`src/rtl/data_mem_access_ctrl.sv`:
```
// Load/store access controller between the core LSU and a word-wide synchronous SRAM.
// Optional macro DATAMEM_MISALIGN_TRAP_EN: misaligned half/word accesses return an error instead of being force-aligned.
module data_mem_access_ctrl #(
  parameter int ADDR_W = 32,
  parameter int MEM_AW = 10
) (
  input  logic              i_clk,
  input  logic              i_rst,
  input  logic              i_req_valid,
  output logic              o_req_ready,
  input  logic              i_req_we,
  input  logic [ADDR_W-1:0] i_req_addr,
  input  logic [31:0]       i_req_wdata,
  input  logic [3:0]        i_req_sign_mask,
  output logic              o_resp_valid,
  output logic [31:0]       o_resp_rdata,
  output logic              o_resp_err,
  output logic [MEM_AW-1:0] o_mem_addr,
  output logic              o_mem_re,
  output logic              o_mem_we,
  output logic [31:0]       o_mem_wdata,
  input  logic [31:0]       i_mem_rdata
);

  // state | meaning
  // IDLE  | ready for a request
  // RD    | SRAM read issued
  // CAP   | read data valid; extend for loads, merge for sub-word stores
  // WR    | SRAM full-word write issued
  // RESP  | one-cycle completion pulse
  localparam logic [2:0] IDLE = 3'd0;
  localparam logic [2:0] RD   = 3'd1;
  localparam logic [2:0] CAP  = 3'd2;
  localparam logic [2:0] WR   = 3'd3;
  localparam logic [2:0] RESP = 3'd4;

  logic [2:0]        r_state;
  logic              r_we;
  logic [1:0]        r_off;
  logic [31:0]       r_wdata;
  logic [3:0]        r_sign_mask;
  logic [31:0]       r_resp_rdata;
  logic              r_err;
  logic [MEM_AW-1:0] r_mem_addr;
  logic [31:0]       r_mem_wdata;

  logic        w_accept;
  logic [2:0]  w_size;
  logic        w_is_half;
  logic        w_is_word;
  logic        w_legal;
  logic        w_misalign;
  logic [1:0]  w_off;
  logic        w_err;
  logic [4:0]  w_shamt;
  logic [31:0] w_lane;
  logic [31:0] w_load;
  logic [31:0] w_be;
  logic [31:0] w_merged;
  logic        w_sign;
  logic        w_unused_addr;

  assign w_accept  = i_req_valid && (r_state == IDLE);
  assign w_size    = i_req_sign_mask[2:0];
  assign w_is_half = (w_size == 3'b011);
  assign w_is_word = (w_size == 3'b111);
  assign w_legal   = (w_size == 3'b001) || w_is_half || w_is_word;

`ifdef DATAMEM_MISALIGN_TRAP_EN
  assign w_misalign = (w_is_half && i_req_addr[0]) || (w_is_word && (i_req_addr[1:0] != 2'b00));
  assign w_off      = i_req_addr[1:0];
`else
  assign w_misalign = 1'b0;
  assign w_off      = w_is_word ? 2'b00 :
                      w_is_half ? {i_req_addr[1], 1'b0} : i_req_addr[1:0];
`endif

  assign w_err         = !w_legal || w_misalign;
  assign w_unused_addr = ^i_req_addr[ADDR_W-1:MEM_AW+2];

  assign w_shamt = {r_off, 3'b000};
  assign w_lane  = i_mem_rdata >> w_shamt;
  assign w_sign  = r_sign_mask[3];

  always_comb begin
    w_load = i_mem_rdata;
    case (r_sign_mask[2:0])
      3'b001:  w_load = {{24{w_sign & w_lane[7]}}, w_lane[7:0]};
      3'b011:  w_load = {{16{w_sign & w_lane[15]}}, w_lane[15:0]};
      default: w_load = i_mem_rdata;
    endcase
  end

  // Byte-enable mask positioned at the addressed lane(s); only sub-word stores reach the merge.
  assign w_be     = ((r_sign_mask[2:0] == 3'b011) ? 32'h0000_FFFF : 32'h0000_00FF) << w_shamt;
  assign w_merged = (i_mem_rdata & ~w_be) | ((r_wdata << w_shamt) & w_be);

  always_ff @(posedge i_clk or posedge i_rst) begin
    if (i_rst) begin
      r_state      <= IDLE;
      r_we         <= 1'b0;
      r_off        <= 2'b00;
      r_wdata      <= 32'h0;
      r_sign_mask  <= 4'h0;
      r_resp_rdata <= 32'h0;
      r_err        <= 1'b0;
      r_mem_addr   <= '0;
      r_mem_wdata  <= 32'h0;
    end else begin
      case (r_state)
        IDLE: begin
          if (w_accept) begin
            r_we         <= i_req_we;
            r_off        <= w_off;
            r_wdata      <= i_req_wdata;
            r_sign_mask  <= i_req_sign_mask;
            r_resp_rdata <= 32'h0;
            r_err        <= w_err;
            r_mem_addr   <= i_req_addr[MEM_AW+1:2];
            r_mem_wdata  <= i_req_wdata;
            if (w_err)
              r_state <= RESP;
            else if (i_req_we && w_is_word)
              r_state <= WR;
            else
              r_state <= RD;
          end
        end
        RD:   r_state <= CAP;
        CAP: begin
          if (r_we) begin
            r_mem_wdata <= w_merged;
            r_state     <= WR;
          end else begin
            r_resp_rdata <= w_load;
            r_state      <= RESP;
          end
        end
        WR:      r_state <= RESP;
        RESP:    r_state <= IDLE;
        default: r_state <= IDLE;
      endcase
    end
  end

  assign o_req_ready  = (r_state == IDLE);
  assign o_resp_valid = (r_state == RESP);
  assign o_resp_rdata = r_resp_rdata;
  assign o_resp_err   = r_err;
  assign o_mem_addr   = r_mem_addr;
  assign o_mem_re     = (r_state == RD);
  assign o_mem_we     = (r_state == WR);
  assign o_mem_wdata  = r_mem_wdata;

endmodule

```
`config.mk`:
```
export PLATFORM = sky130hd
export DESIGN_NAME = data_mem_access_ctrl
export DESIGN_NICKNAME = d
export VERILOG_FILES = /design/src/rtl/data_mem_access_ctrl.sv
export SDC_FILE = /design/constraint.sdc
export NUM_CORES = 1
export LEC_CHECK = 0
export ABC_AREA = 1
export BUFFER_PORTS_ARGS = -buffer_cell sky130_fd_sc_hd__clkbuf_2
export CAP_MARGIN = 20
export CORE_AREA = 3 3 126 128
export CTS_CLUSTER_DIAMETER = 30
export CTS_CLUSTER_SIZE = 28
export DETAILED_ROUTE_END_ITERATION = 10
export DIE_AREA = 0 0 129 131
export PLACE_DENSITY = 0.68
export SYNTH_ARGS = -nofsm -noshare
export SYNTH_HDL_FRONTEND = slang
export SYNTH_SLANG_ARGS = --single-unit
```
`constraint.sdc`:
```
create_clock -name i_clk -period 3.8 [get_ports i_clk]
set_clock_uncertainty 0.15 [all_clocks]
set_input_delay 0.76 -clock i_clk [delete_from_list [all_inputs] [get_ports i_clk]]
set_output_delay 0.76 -clock i_clk [all_outputs]
set_load 0.03 [all_outputs]
```
==> key figures <==
Outcome
  – Status: completed

Synthesis
  – Yosys warnings: 0
  – Unique cell type count in the Yosys netlist: 27
  – Post-Synth Simple-Gate Area: 36.13%
  – Complex-gate fraction of the synthesized area: 10.10%
  – Post-synthesis mux area share: 0%
  – Syn Area/Cell: 6.989 um2
  – Post-Synth Adder-Cell Area: 0%
  – EDFF count, synth: 0
  – Mapped Area: 0.006171 mm2
  – Top_reg_cell synth: dfrtp_1
  – FF+latch count, synth: 109
  – Post-synth ARST share: 100.0%
  – Main combinational cell family by area after synthesis: simple AND/OR/NAND/NOR gates
  – Post-synthesis net count: 987
  – Post-Syn Instances: 883
  – Register area share after synthesis: 44.20%
  – Synth Area in XOR/XNOR: 0%

Hold path
  – Hold crit path type: reg2reg
  – Hold path depth: 2
  – HP Start: o_resp_rdata[29]

Cells and area
  – Final core utilization: 48.39%
  – # diodes: 0
  – Net count, final: 1,116
  – Multi-input gate area: 0.002853 mm2
  – Layout Cells excl Fill: 1,203
  – Layout area overhead: 17.44%
  – Register area: 0.002728 mm2
  – Ratio of cells with drive above 1 in the final layout: 20.69%
  – Fin area: 0.007247 mm2
  – Filler cell count: 1,597

Worst setup path
  – Critical path type: reg2reg
  – WP data arrival: 2.69 ns
  – Crit path required time: 3.93 ns
  – Path depth of the worst reg2reg path: 8
  – CP startpoint kind: flip-flop
  – Worst-path fanout max: 31
  – CP startpoint: r_off[1]
  – RR Startpoint: r_off[1]
  – Critical Path End Type: flip-flop

Clocking
  – Clock Tree Buf Depth: 2
  – Clock H-tree levels: 3
  – Clock latency at the later pin of the worst-skew pair: 0.36 ns
  – Clk pin slew, worst setup/hold paths: 0.07 ns
  – CTS buffer count: 9
  – Setup repair bufs after CTS: 0
  – CTS tree: done
  – CTS root buffer: clkbuf_16
  – Sink Count: 109
  – Hold buffers post-CTS: 0
  – Post-CTS Resized: 0

Floorplanning
  – Starting density of the core: 41.20%
  – Die Area: 0.01690 mm2
  – Die W: 129 um
  – Die H: 131 um
  – IO Count: 183
  – Std cell rows: 45
  – CORE AREA: 0.01498 mm2

GRT
  – Vias in the first global route: 5,557
  – First-pass GRT wire length: 29.33 mm
  – GRT Residual Overflow: 0
  – Pin count of the biggest net entering global routing: 68
  – GRT Total Usage: 22.23%
  – Initial antenna violation count: 0

Detailed routing
  – Drt wl/cell: 15.55 um
  – Pre-antenna DRT Iters: 8
  – Drt drc: 0
  – Total Wirelength: 18.71 mm
  – Post-route ant nets: 0
  – Vias: 6,122
  – DR vias/cell: 5.089
  – Iteration-0 DRC Markers: 599

Pwr
  – Max VDD drop: 0.5163 mV
  – P_int: 0.003164 W
  – Switch Pwr: 0.003309 W
  – Clock power share: 14.9%
  – LEAKAGE: 4.134 nW
  – Reg power frac: 32.4%
  – Comb pwr share: 52.6%
  – Switching share of total power: 51.12%
  – Pwr Density: 893.3 mW/mm2
  – Total Power: 0.006474 W

STA
  – FMAX: 390.5 MHz
  – Tightest Pin Transition: 0.8766 ns
  – Final setup viols: 0
  – Final Cycle Share: 67.40%
  – Slew HR: 41.56%
  – Clock period minus worst slack: 2.561 ns
  – Setup tns final: 0 ns
  – RSZ-0062 raised after global routing: false
  – Fin. max-slew vios: 0
  – Final hold viol count: 0

Place
  – Dpl cells: 1,189
  – RD Place Congestion: 0.9508
  – Placed inst area: 0.006948 mm2
  – IO Port Bufs: 162
  – Post-DP HPWL: 13.91 mm

Flow run
  – Max-cap violations: 0
-- kinds of logic after synthesis --
kind of cell / count (synthesis)
AOI/OAI and AO/OA: 122
DFF: 109
buffers and inverters: 126
and+or+nand+nor: 526
-- routing by layer --
| layer | routed length, um | vias to the layer above | global-route usage [%] |
|---|---|---|---|
| met4 | 274 | 0 | 5.930 |
| met3 | 1442 | 19 | 4.675 |
| met1 | 8514 | 2837 | 32.05 |
| met2 | 8476 | 247 | 34.12 |
| li1 | - | 3019 | - |
| met5 | 0 | - | 0 |
-- power groups by stage --
stage,logic (W),clock network [W],registers (W)
3_3_place_gp,0.00337,0,0.00209
2_1_floorplan,0.00197,0,0.00272
3_5_place_dp,0.00342,0,0.00211
6_report,0.00341,0.000966,0.00210
4_1_cts,0.00343,0.000983,0.00209
5_1_grt,0.00376,0.00104,0.00217
-- metrics by stage --
step / setup slack [ns] / hold WS (ns)
2_1_floorplan: 0.01605 / 0.2992
6_report: 1.239 / 0.3271
3_3_place_gp: 1.299 / 0.3124
5_1_grt: 1.066 / 0.3483
3_5_place_dp: 1.286 / 0.3146
4_1_cts: 1.272 / 0.3320
-- registers in the layout (all words and copies together), names as in the netlist --
name          cells
r_we              1
o_mem_addr       10
o_mem_wdata      32
o_resp_rdata     32
r_wdata          24
o_resp_err        1
r_state           3
r_sign_mask       4
r_off             2
-- placed cells by master, fill, tap and decap left out, drive strengths merged --
cell type,count
nand2,371
clkbuf,173
dfrtp,109
nand3,86
inv,79
a21oi,68
nor2,67
o21ai,50
buf,3
o211ai,2
a31oi,1
nor3,1
nor3b,1
a211oi,1
clkinvlp,1
clkinv,1
bufinv,1
-- worst paths after layout --
| check | to | slack (ns) |
|---|---|---|
| max | o_mem_wdata[16] | 1.24 |
| min | o_resp_rdata[29] | 0.33 |
| max reg2reg | o_mem_wdata[16] | 1.24 |
| min reg2reg | o_resp_rdata[29] | 0.33 |
| max in group asynchronous | o_resp_rdata[21] | 2.24 |
| min in group asynchronous | o_resp_err | 0.40 |
-- critical path, cell delays in order (launching register included) --
cell and delay (ns):
dfrtp_1 0.92, inv_2 0.47, nor2_4 0.32, inv_2 0.13, nand2_4 0.13, nand2_1 0.06
nand2_1 0.05, nand2_1 0.08, a21oi_1 0.15
-- Yosys cell counts, types with 2 or more instances --
master	number	area share (%)
a21oi_1	68	5.5
nand2_4	7	1.3
nand2_1	360	22
inv_1	70	4.3
buf_6	8	1.5
o21ai_1	8	0.65
buf_2	16	1.3
nand2_2	4	0.41
buf_1	3	0.18
o211ai_1	2	0.24
clkbuf_1	10	0.61
dfrtp_1	109	44
nand3_2	2	0.32
buf_4	10	1.2
nor2_4	3	0.55
nor2_1	61	3.7
inv_2	9	0.55
nor2_8	2	0.65
nand3_1	83	6.7
o21ai_0	41	3.3
-- cell type report --
cell class / count / share of cell area (%)
clock inverters: 3 / 0.6388
repair buffers: 165 / 11.50
clock buffers: 11 / 3.488
flip-flops and latches: 109 / 37.64
multi-input cells: 648 / 39.36
well taps: 188 / 3.246
inverters: 79 / 4.126
No activity file was read; power rests on OpenSTA's default activity.
